===== src/rtl/fma_pkg.sv =====
`default_nettype none
// ============================================================================
//  Module  : fma_pkg
//  Purpose : Shared format constants and derived-width helpers for the
//            pipelined FMA add stage.
//  Contents: SP_MW / DP_MW  - mantissa widths (hidden bit included)
//            pw_of()        - product width      (2*MW)
//            hw_of()        - addend high width  (MW+2)
//            rw_of()        - result width       (3*MW+3)
//  Revision: 1.0 - initial release
// ============================================================================
package fma_pkg;

    localparam int SP_MW = 24;
    localparam int DP_MW = 53;

    function automatic int pw_of(input int mw);
        return 2 * mw;
    endfunction

    function automatic int hw_of(input int mw);
        return mw + 2;
    endfunction

    // {high[HW-1:0], mid[PW-1:0], sticky}
    function automatic int rw_of(input int mw);
        return 3 * mw + 3;
    endfunction

endpackage
`default_nettype wire


===== src/rtl/fma_sticky_compen.sv =====
`default_nettype none
// ============================================================================
//  Module  : fma_sticky_compen
//  Purpose : Low-part handling of the aligned addend. Produces the sticky bit
//            and the compensation carry needed when the addend was
//            one's-complemented for an effective subtraction.
//  Ports   : inv_mask        in  1   effective subtraction
//            c_frac_align_l  in  MW  aligned addend, low part
//            compen          out 1   +1 to inject into the CSA
//            st1             out 1   sticky bit of the low part
//  Revision: 1.0 - initial release
// ============================================================================
module fma_sticky_compen
    import fma_pkg::*;
#(
    parameter int MW = SP_MW
) (
    input  logic          inv_mask,
    input  logic [MW-1:0] c_frac_align_l,
    output logic          compen,
    output logic          st1
);

    logic w_all_ones;
    logic w_any_set;

    assign w_all_ones = &c_frac_align_l;
    assign w_any_set  = |c_frac_align_l;

    // For a subtraction the low part holds ~L. If ~L is all ones then L was
    // zero, so the two's-complement +1 ripples out of the low part into the
    // middle part (compen) and nothing is lost below (sticky clear).
    // Otherwise the +1 is absorbed in the low part and L was non-zero.
    assign compen = inv_mask & w_all_ones;
    assign st1    = inv_mask ? ~w_all_ones : w_any_set;

endmodule
`default_nettype wire


===== src/rtl/fma_add_stage_pipe.sv =====
`default_nettype none
// ============================================================================
//  Module  : fma_add_stage_pipe
//  Purpose : Two-stage pipelined FMA add stage. Merges the aligned addend with
//            the carry-save product and emits a sign-magnitude intermediate
//            fraction with sticky LSB and a zero flag. Valid/ready
//            back-pressure, synchronous flush and a pass-through tag.
//  Ports   : clk, rst (sync, active high), flush (sync pipeline kill)
//            in_valid / in_ready / in_tag          - input handshake
//            c_frac_align_h/m/l                    - aligned addend (HW/PW/MW)
//            carry, sum                            - product CSA vectors (PW)
//            inv_mask                              - effective subtraction
//            out_valid / out_ready / out_tag       - output handshake
//            frac_inter_h_s                        - result sign
//            frac_inter                            - magnitude (RW)
//            frac_zero                             - frac_inter == 0
//  Revision: 1.0 - initial release
// ============================================================================
module fma_add_stage_pipe
    import fma_pkg::*;
#(
    parameter int MW = SP_MW,
    parameter int TW = 8
) (
    input  logic                   clk,
    input  logic                   rst,
    input  logic                   flush,
    input  logic                   in_valid,
    output logic                   in_ready,
    input  logic [TW-1:0]          in_tag,
    input  logic [hw_of(MW)-1:0]   c_frac_align_h,
    input  logic [pw_of(MW)-1:0]   c_frac_align_m,
    input  logic [MW-1:0]          c_frac_align_l,
    input  logic [pw_of(MW)-1:0]   carry,
    input  logic [pw_of(MW)-1:0]   sum,
    input  logic                   inv_mask,
    output logic                   out_valid,
    input  logic                   out_ready,
    output logic [TW-1:0]          out_tag,
    output logic                   frac_inter_h_s,
    output logic [rw_of(MW)-1:0]   frac_inter,
    output logic                   frac_zero
);

    localparam int PW = pw_of(MW);
    localparam int HW = hw_of(MW);
    localparam int RW = rw_of(MW);

    // ------------------------------------------------------------------
    // Handshake. in_ready is combinational from out_ready so a full
    // pipeline draining one result can accept a new operation in the
    // same cycle (no bubble).
    // ------------------------------------------------------------------
    logic w_s2_adv;
    logic w_s1_adv;
    logic r_s1_valid;
    logic r_out_valid;

    assign w_s2_adv = ~r_out_valid | out_ready;
    assign w_s1_adv = ~r_s1_valid | w_s2_adv;
    assign in_ready = w_s1_adv;

    // ------------------------------------------------------------------
    // Stage 1: low-part compensation/sticky and 3:2 CSA.
    // ------------------------------------------------------------------
    logic          w_compen;
    logic          w_st1;
    logic [PW-1:0] w_csa_sum;
    logic [PW-1:0] w_csa_maj;
    logic [PW-1:0] w_csa_carry;
    logic          w_csa_co;

    fma_sticky_compen #(
        .MW             (MW)
    ) u_sticky_compen (
        .inv_mask       (inv_mask),
        .c_frac_align_l (c_frac_align_l),
        .compen         (w_compen),
        .st1            (w_st1)
    );

    assign w_csa_sum = c_frac_align_m ^ carry ^ sum;
    assign w_csa_maj = (c_frac_align_m & carry) |
                       (c_frac_align_m & sum)   |
                       (carry & sum);
    // The shifted carry vector has a free slot at bit 0; the low-part
    // compensation +1 rides in there at no extra adder cost.
    assign w_csa_carry = {w_csa_maj[PW-2:0], w_compen};
    assign w_csa_co    = w_csa_maj[PW-1];

    logic [PW-1:0] r_s1_carry1;
    logic [PW-1:0] r_s1_sum1;
    logic          r_s1_csa_co;
    logic          r_s1_st1;
    logic [HW:0]   r_s1_high;      // {inv_mask, c_frac_align_h}
    logic [TW-1:0] r_s1_tag;

    always_ff @(posedge clk) begin
        if (rst) begin
            r_s1_valid <= 1'b0;
        end else if (flush) begin
            r_s1_valid <= 1'b0;
        end else if (w_s1_adv) begin
            r_s1_valid <= in_valid;
        end
    end

    always_ff @(posedge clk) begin
        if (w_s1_adv && in_valid) begin
            r_s1_carry1 <= w_csa_carry;
            r_s1_sum1   <= w_csa_sum;
            r_s1_csa_co <= w_csa_co;
            r_s1_st1    <= w_st1;
            r_s1_high   <= {inv_mask, c_frac_align_h};
            r_s1_tag    <= in_tag;
        end
    end

    // ------------------------------------------------------------------
    // Stage 2: carry-propagate add, high-part increment, magnitude fix.
    // ------------------------------------------------------------------
    logic [PW:0]   w_cla;
    logic          w_inc;
    logic [HW:0]   w_h;
    logic [RW-1:0] w_tmp;
    logic          w_sign;
    logic [RW-1:0] w_frac;
    logic          w_zero;

    assign w_cla  = {1'b0, r_s1_carry1} + {1'b0, r_s1_sum1};
    // At most one of the two carries can be set for a well-formed product,
    // so OR-ing them is a single +1 into the high part.
    assign w_inc  = r_s1_csa_co | w_cla[PW];
    // Wraps modulo 2^(HW+1); for exact cancellation this lands on zero.
    assign w_h    = r_s1_high + {{HW{1'b0}}, w_inc};
    assign w_tmp  = {w_h[HW-1:0], w_cla[PW-1:0], r_s1_st1};
    assign w_sign = w_h[HW];
    assign w_frac = w_sign ? (~w_tmp + RW'(1)) : w_tmp;
    assign w_zero = ~|w_frac;

    logic [TW-1:0] r_out_tag;
    logic          r_out_sign;
    logic [RW-1:0] r_out_frac;
    logic          r_out_zero;

    always_ff @(posedge clk) begin
        if (rst) begin
            r_out_valid <= 1'b0;
            r_out_tag   <= '0;
            r_out_sign  <= 1'b0;
            r_out_frac  <= '0;
            r_out_zero  <= 1'b0;
        end else begin
            if (flush) begin
                r_out_valid <= 1'b0;
            end else if (w_s2_adv) begin
                r_out_valid <= r_s1_valid;
            end
            // Data only moves with a valid operation so results hold
            // steady while the consumer stalls.
            if (!flush && w_s2_adv && r_s1_valid) begin
                r_out_tag  <= r_s1_tag;
                r_out_sign <= w_sign;
                r_out_frac <= w_frac;
                r_out_zero <= w_zero;
            end
        end
    end

    assign out_valid      = r_out_valid;
    assign out_tag        = r_out_tag;
    assign frac_inter_h_s = r_out_sign;
    assign frac_inter     = r_out_frac;
    assign frac_zero      = r_out_zero;

endmodule
`default_nettype wire


===== config.mk =====
export PLATFORM = sky130hd
export DESIGN_NAME = fma_add_stage_pipe
export DESIGN_NICKNAME = d
export VERILOG_FILES = /design/src/rtl/fma_pkg.sv /design/src/rtl/fma_sticky_compen.sv /design/src/rtl/fma_add_stage_pipe.sv
export SDC_FILE = /design/constraint.sdc
export NUM_CORES = 1
export LEC_CHECK = 0
export BUFFER_PORTS_ARGS = -buffer_cell sky130_fd_sc_hd__buf_2
export CORE_UTILIZATION = 45
export CTS_BUF_LIST = sky130_fd_sc_hd__clkbuf_16
export DETAILED_ROUTE_END_ITERATION = 8
export GPL_TIMING_DRIVEN = 0
export PLACE_DENSITY = 0.69
export SYNTH_ARGS = -nofsm -noshare
export SYNTH_HDL_FRONTEND = slang
export SYNTH_SLANG_ARGS = --single-unit

===== constraint.sdc =====
create_clock -name clk -period 8.24 [get_ports clk]
set_input_delay 1.648 -clock clk [delete_from_list [all_inputs] [get_ports clk]]
set_output_delay 1.648 -clock clk [all_outputs]
set_load 0.1 [all_outputs]

==> metrics.txt <==
remaining global-route overflow 0; TritonCTS clock tree yes; Synth Cell Area 0.0148 mm^2; clk buf depth 3; Placed Cells 2313; Worst Path Required 8700 ps; layer with the highest usage met2; status finished clean; routed wire length 43.7 mm; insertion delay to the later sink of the worst-skew pair 540 ps; row count 65; syn_nets 1892; post-CTS setup buffers 0; Clk network pwr share 0.324; die height 183 um; routed wire length per instance 18.5 um; Setup crit end kind flop; area leader, netlist edfxtp_1; CP bufs+invs 0; Synth Area in Adders 0.110; Die W 183 um; Yosys reg bits 220; Layout fillers 2939; mux contribution to synthesized area 0.00416; root buffer cell clkbuf_16; Final GP Congestion 0.934; largest family of logic cells by synthesized area simple AND/OR/NAND/NOR gates; Final Skew 19.8 ps; layout cells sized above 1 0.201; Leak 6.70 nW; Peak Freq 131 MHz; Crit path max-delay family compound AO/OA/AOI/OAI gates; compound-gate portion of the synthesized area 0.187; Total GRT Usage 0.255; reg2reg start r_s1_carry1[13]; vias per std cell 5.80; switching power 1.29 mW; # DRC 0; GR Util met1 0.366; Ports 295; HPWL after DPL 34.7 mm; XOR/XNOR Fraction of Synth Area 0.0676; CTS buffer count 24; worst path arrival time 8080 ps; Internal Pwr Total 2.34 mW; placed cell area 0.0168 mm^2; slowest stage cell on the critical path nor4_1; Cell variety after synth 90; internal reg-to-reg setup slack 620 ps; CP Class reg -> reg; largest net degree at the start of global routing 68; via count 13700; hold_sp out_tag[0]; Post-synth EDFFs 133; met2 usage 0.413; Mapped Cells 1584; Reg clk slew, reported paths 70 ps; Reg2Reg Depth 26; Sequential Power Share 0.353; Inserted Diodes 0; ANT nets after route 0; clk sinks 220; Final Cycle Share 0.924; final core occ 0.555; DR iter-0 viols 1244; nets 2212; simple-gate share of the synthesized area 0.215; first-pass GRT wire length 68.1 mm; synth top area cells edfxtp_1, dfxtp_1, fa_1; combinational share of power 0.324; Die ar. 0.0335 mm^2; Reg-to-Reg End frac_zero; RSZ-0062 raised after global routing no; layout overhead on the synthesized area 19.9%; Synth Flop Type edfxtp_1; met3 usage 0.0332; Relative slew margins 0.202; worst hold endpoint out_tag[0]; Final Setup Violations 0; fin. max-slew vios 0; syn avg cell area 9.32 um^2; Pre-antenna DRT Iters 6; worst slew pin tran 1200 ps; share of the synthesized area in the top cell type 0.271; antenna violations before repair 0; Power Dens Cells 205 mW/mm^2; worst vdd rail ir drop 0.000115 V; sw frac 0.355; Min-Delay Path Class reg -> reg; max incr delay on CP 830 ps; # port buffers 293; post-layout min period 7620 ps; Hold Vio Cnt, Final 0; initial core utilization 0.463; asr flop ratio synth 0; Post-Layout Cell Count 2357; vias in the first global route 12700; Hold Path Depth 2; Max-cap violations 0; Core ar. 0.0319 mm^2; yosys warns 0; fraction of the yosys area taken by sequential cells 0.389; htree depth 1; Max FO, Critical Path 7; post-route cell area 0.0177 mm^2; Startpoint Class flop
==> what timing repair did <==
action                                  4_1_cts  5_1_grt
resized for setup                             1        3
hold endpoints to repair                      0        0
endpoints found under the setup margin        1        7
gates cloned                                  0        0
hold buffers                                  0        0
==> cell usage after synthesis, drive strengths merged (6+ instances only) <==
cell type and count:
o41ai 7, nor2b 11, o31ai 15, a41oi 12
nor3 48, fa 49, nor4 33, a21oi 121
o21ai 87, nand2 140, nand3b 6, o21a 9
or4 7, a31oi 21, dfxtp 87, a211oi 54
nor2 168, or2 6, nand3 45, or3 20
and4 19, o211ai 13, inv 18, and2 24
xnor2 58, xor2 55, ha 51, a21boi 7
a21o 16, clkbuf 65, edfxtp 133, nand4 57
nor4b 8, o21bai 7, buf 20, and3 13
==> metal layers <==
metal  routed length, um  share of wire
met1               20400           0.47
met2               19400           0.44
met3                3240          0.074
met4                 649          0.015
met5                   0              0
==> cell families (layout without fill, tap and decap cells) <==
logic type               Yosys count  after routing
AND/OR/NAND/NOR                  622            622
adder cells (fa/ha/maj)          100            100
multiplexers                       6              6
flip-flops                       220            220
XOR/XNOR                         113            113
AO/OA/AOI/OAI                    420            420
buffers and inverters            103            441
==> cell usage in the layout (no fill, tap or decap), types with 6 or more instances in the layout <==
cell	synthesis	final
o21ai_1	10	10
clkbuf_16	0	26
nand4_1	56	56
a21o_1	15	15
o41ai_1	7	7
o211ai_1	13	13
a211oi_1	52	52
o21bai_1	7	7
nor4_1	32	31
dfxtp_1	87	87
inv_1	18	20
buf_2	16	309
clkbuf_1	64	64
xor2_1	54	53
a41oi_1	12	12
and3_1	13	13
edfxtp_1	133	133
a21oi_1	120	120
o21ai_0	75	75
nor4b_1	8	8
xnor2_1	58	57
o31ai_1	15	15
fa_1	49	49
and2_1	23	22
and4_1	19	19
ha_1	51	51
a31oi_1	21	21
nand3_1	43	43
nor2_1	168	168
nand2_1	140	140
o21a_1	9	9
nand3b_1	6	6
nor3_1	47	47
nor2b_1	11	11
or3_1	20	20
==> worst register-to-register path: cells and delay by family, from the launching register on <==
family / cells / cell delay (ps)
AO/OA/AOI/OAI: 13 / 3070
adder cells (fa/ha/maj): 3 / 810
AND/OR/NAND/NOR: 9 / 2890
flip-flops: 1 / 380
XOR/XNOR: 1 / 390
==> through the flow <==
step	worst slack, ps	total power [mW]	hold slack (ps)	TNS, ps
3_5_place_dp	-146	2.45	445	-146
4_1_cts	293	3.62	453	0
2_1_floorplan	2180	2.10	471	0
3_3_place_gp	-45.6	2.44	439	-45.6
6_report	625	3.63	451	0
5_1_grt	130	3.79	472	0
==> power by group through the flow <==
stage / sequential [mW] / combinational, mW / clock (mW)
6_report: 1.28 / 1.17 / 1.17
3_5_place_dp: 1.30 / 1.15 / 0
4_1_cts: 1.28 / 1.15 / 1.19
2_1_floorplan: 1.39 / 0.706 / 0
3_3_place_gp: 1.31 / 1.13 / 0
5_1_grt: 1.29 / 1.27 / 1.23
==> sequential cells by signal, indices dropped and copies added, names as in the netlist <==
| signal | flops |
|---|---|
| r_s1_sum1 | 48 |
| r_s1_csa_co | 1 |
| r_s1_tag | 8 |
| frac_inter | 75 |
| frac_inter_h_s | 1 |
| out_tag | 8 |
| frac_zero | 1 |
| r_s1_valid | 1 |
| out_valid | 1 |
| r_s1_high | 27 |
| r_s1_st1 | 1 |
| r_s1_carry1 | 48 |
==> layout make-up <==
cell class	count	area [um^2]	area share
Multi-Input combinational cell	1261	8640	0.488
Sequential cell	220	5740	0.324
Timing Repair Buffer	294	1490	0.0844
Clock buffer	26	651	0.0368
Tap cell	435	544	0.0308
Buffer	85	348	0.0197
Clock inverter	18	218	0.0123
Inverter	18	67.6	0.00382
==> worst max-delay path by stage <==
| stage | from | endpoint | slack, ps | depth (start not counted) |
|---|---|---|---|---|
| after floorplan | out_ready | r_s1_carry1[0] | 2180 | 3 |
| after global placement | r_s1_carry1[0] | frac_zero | -50 | 27 |
| final | r_s1_carry1[13] | frac_zero | 620 | 26 |
| after detailed placement | r_s1_sum1[0] | frac_zero | -150 | 27 |
| after global routing | r_s1_carry1[13] | frac_zero | 130 | 26 |
| after CTS | r_s1_sum1[0] | frac_zero | 290 | 27 |
(Power assumes the default switching activity.)
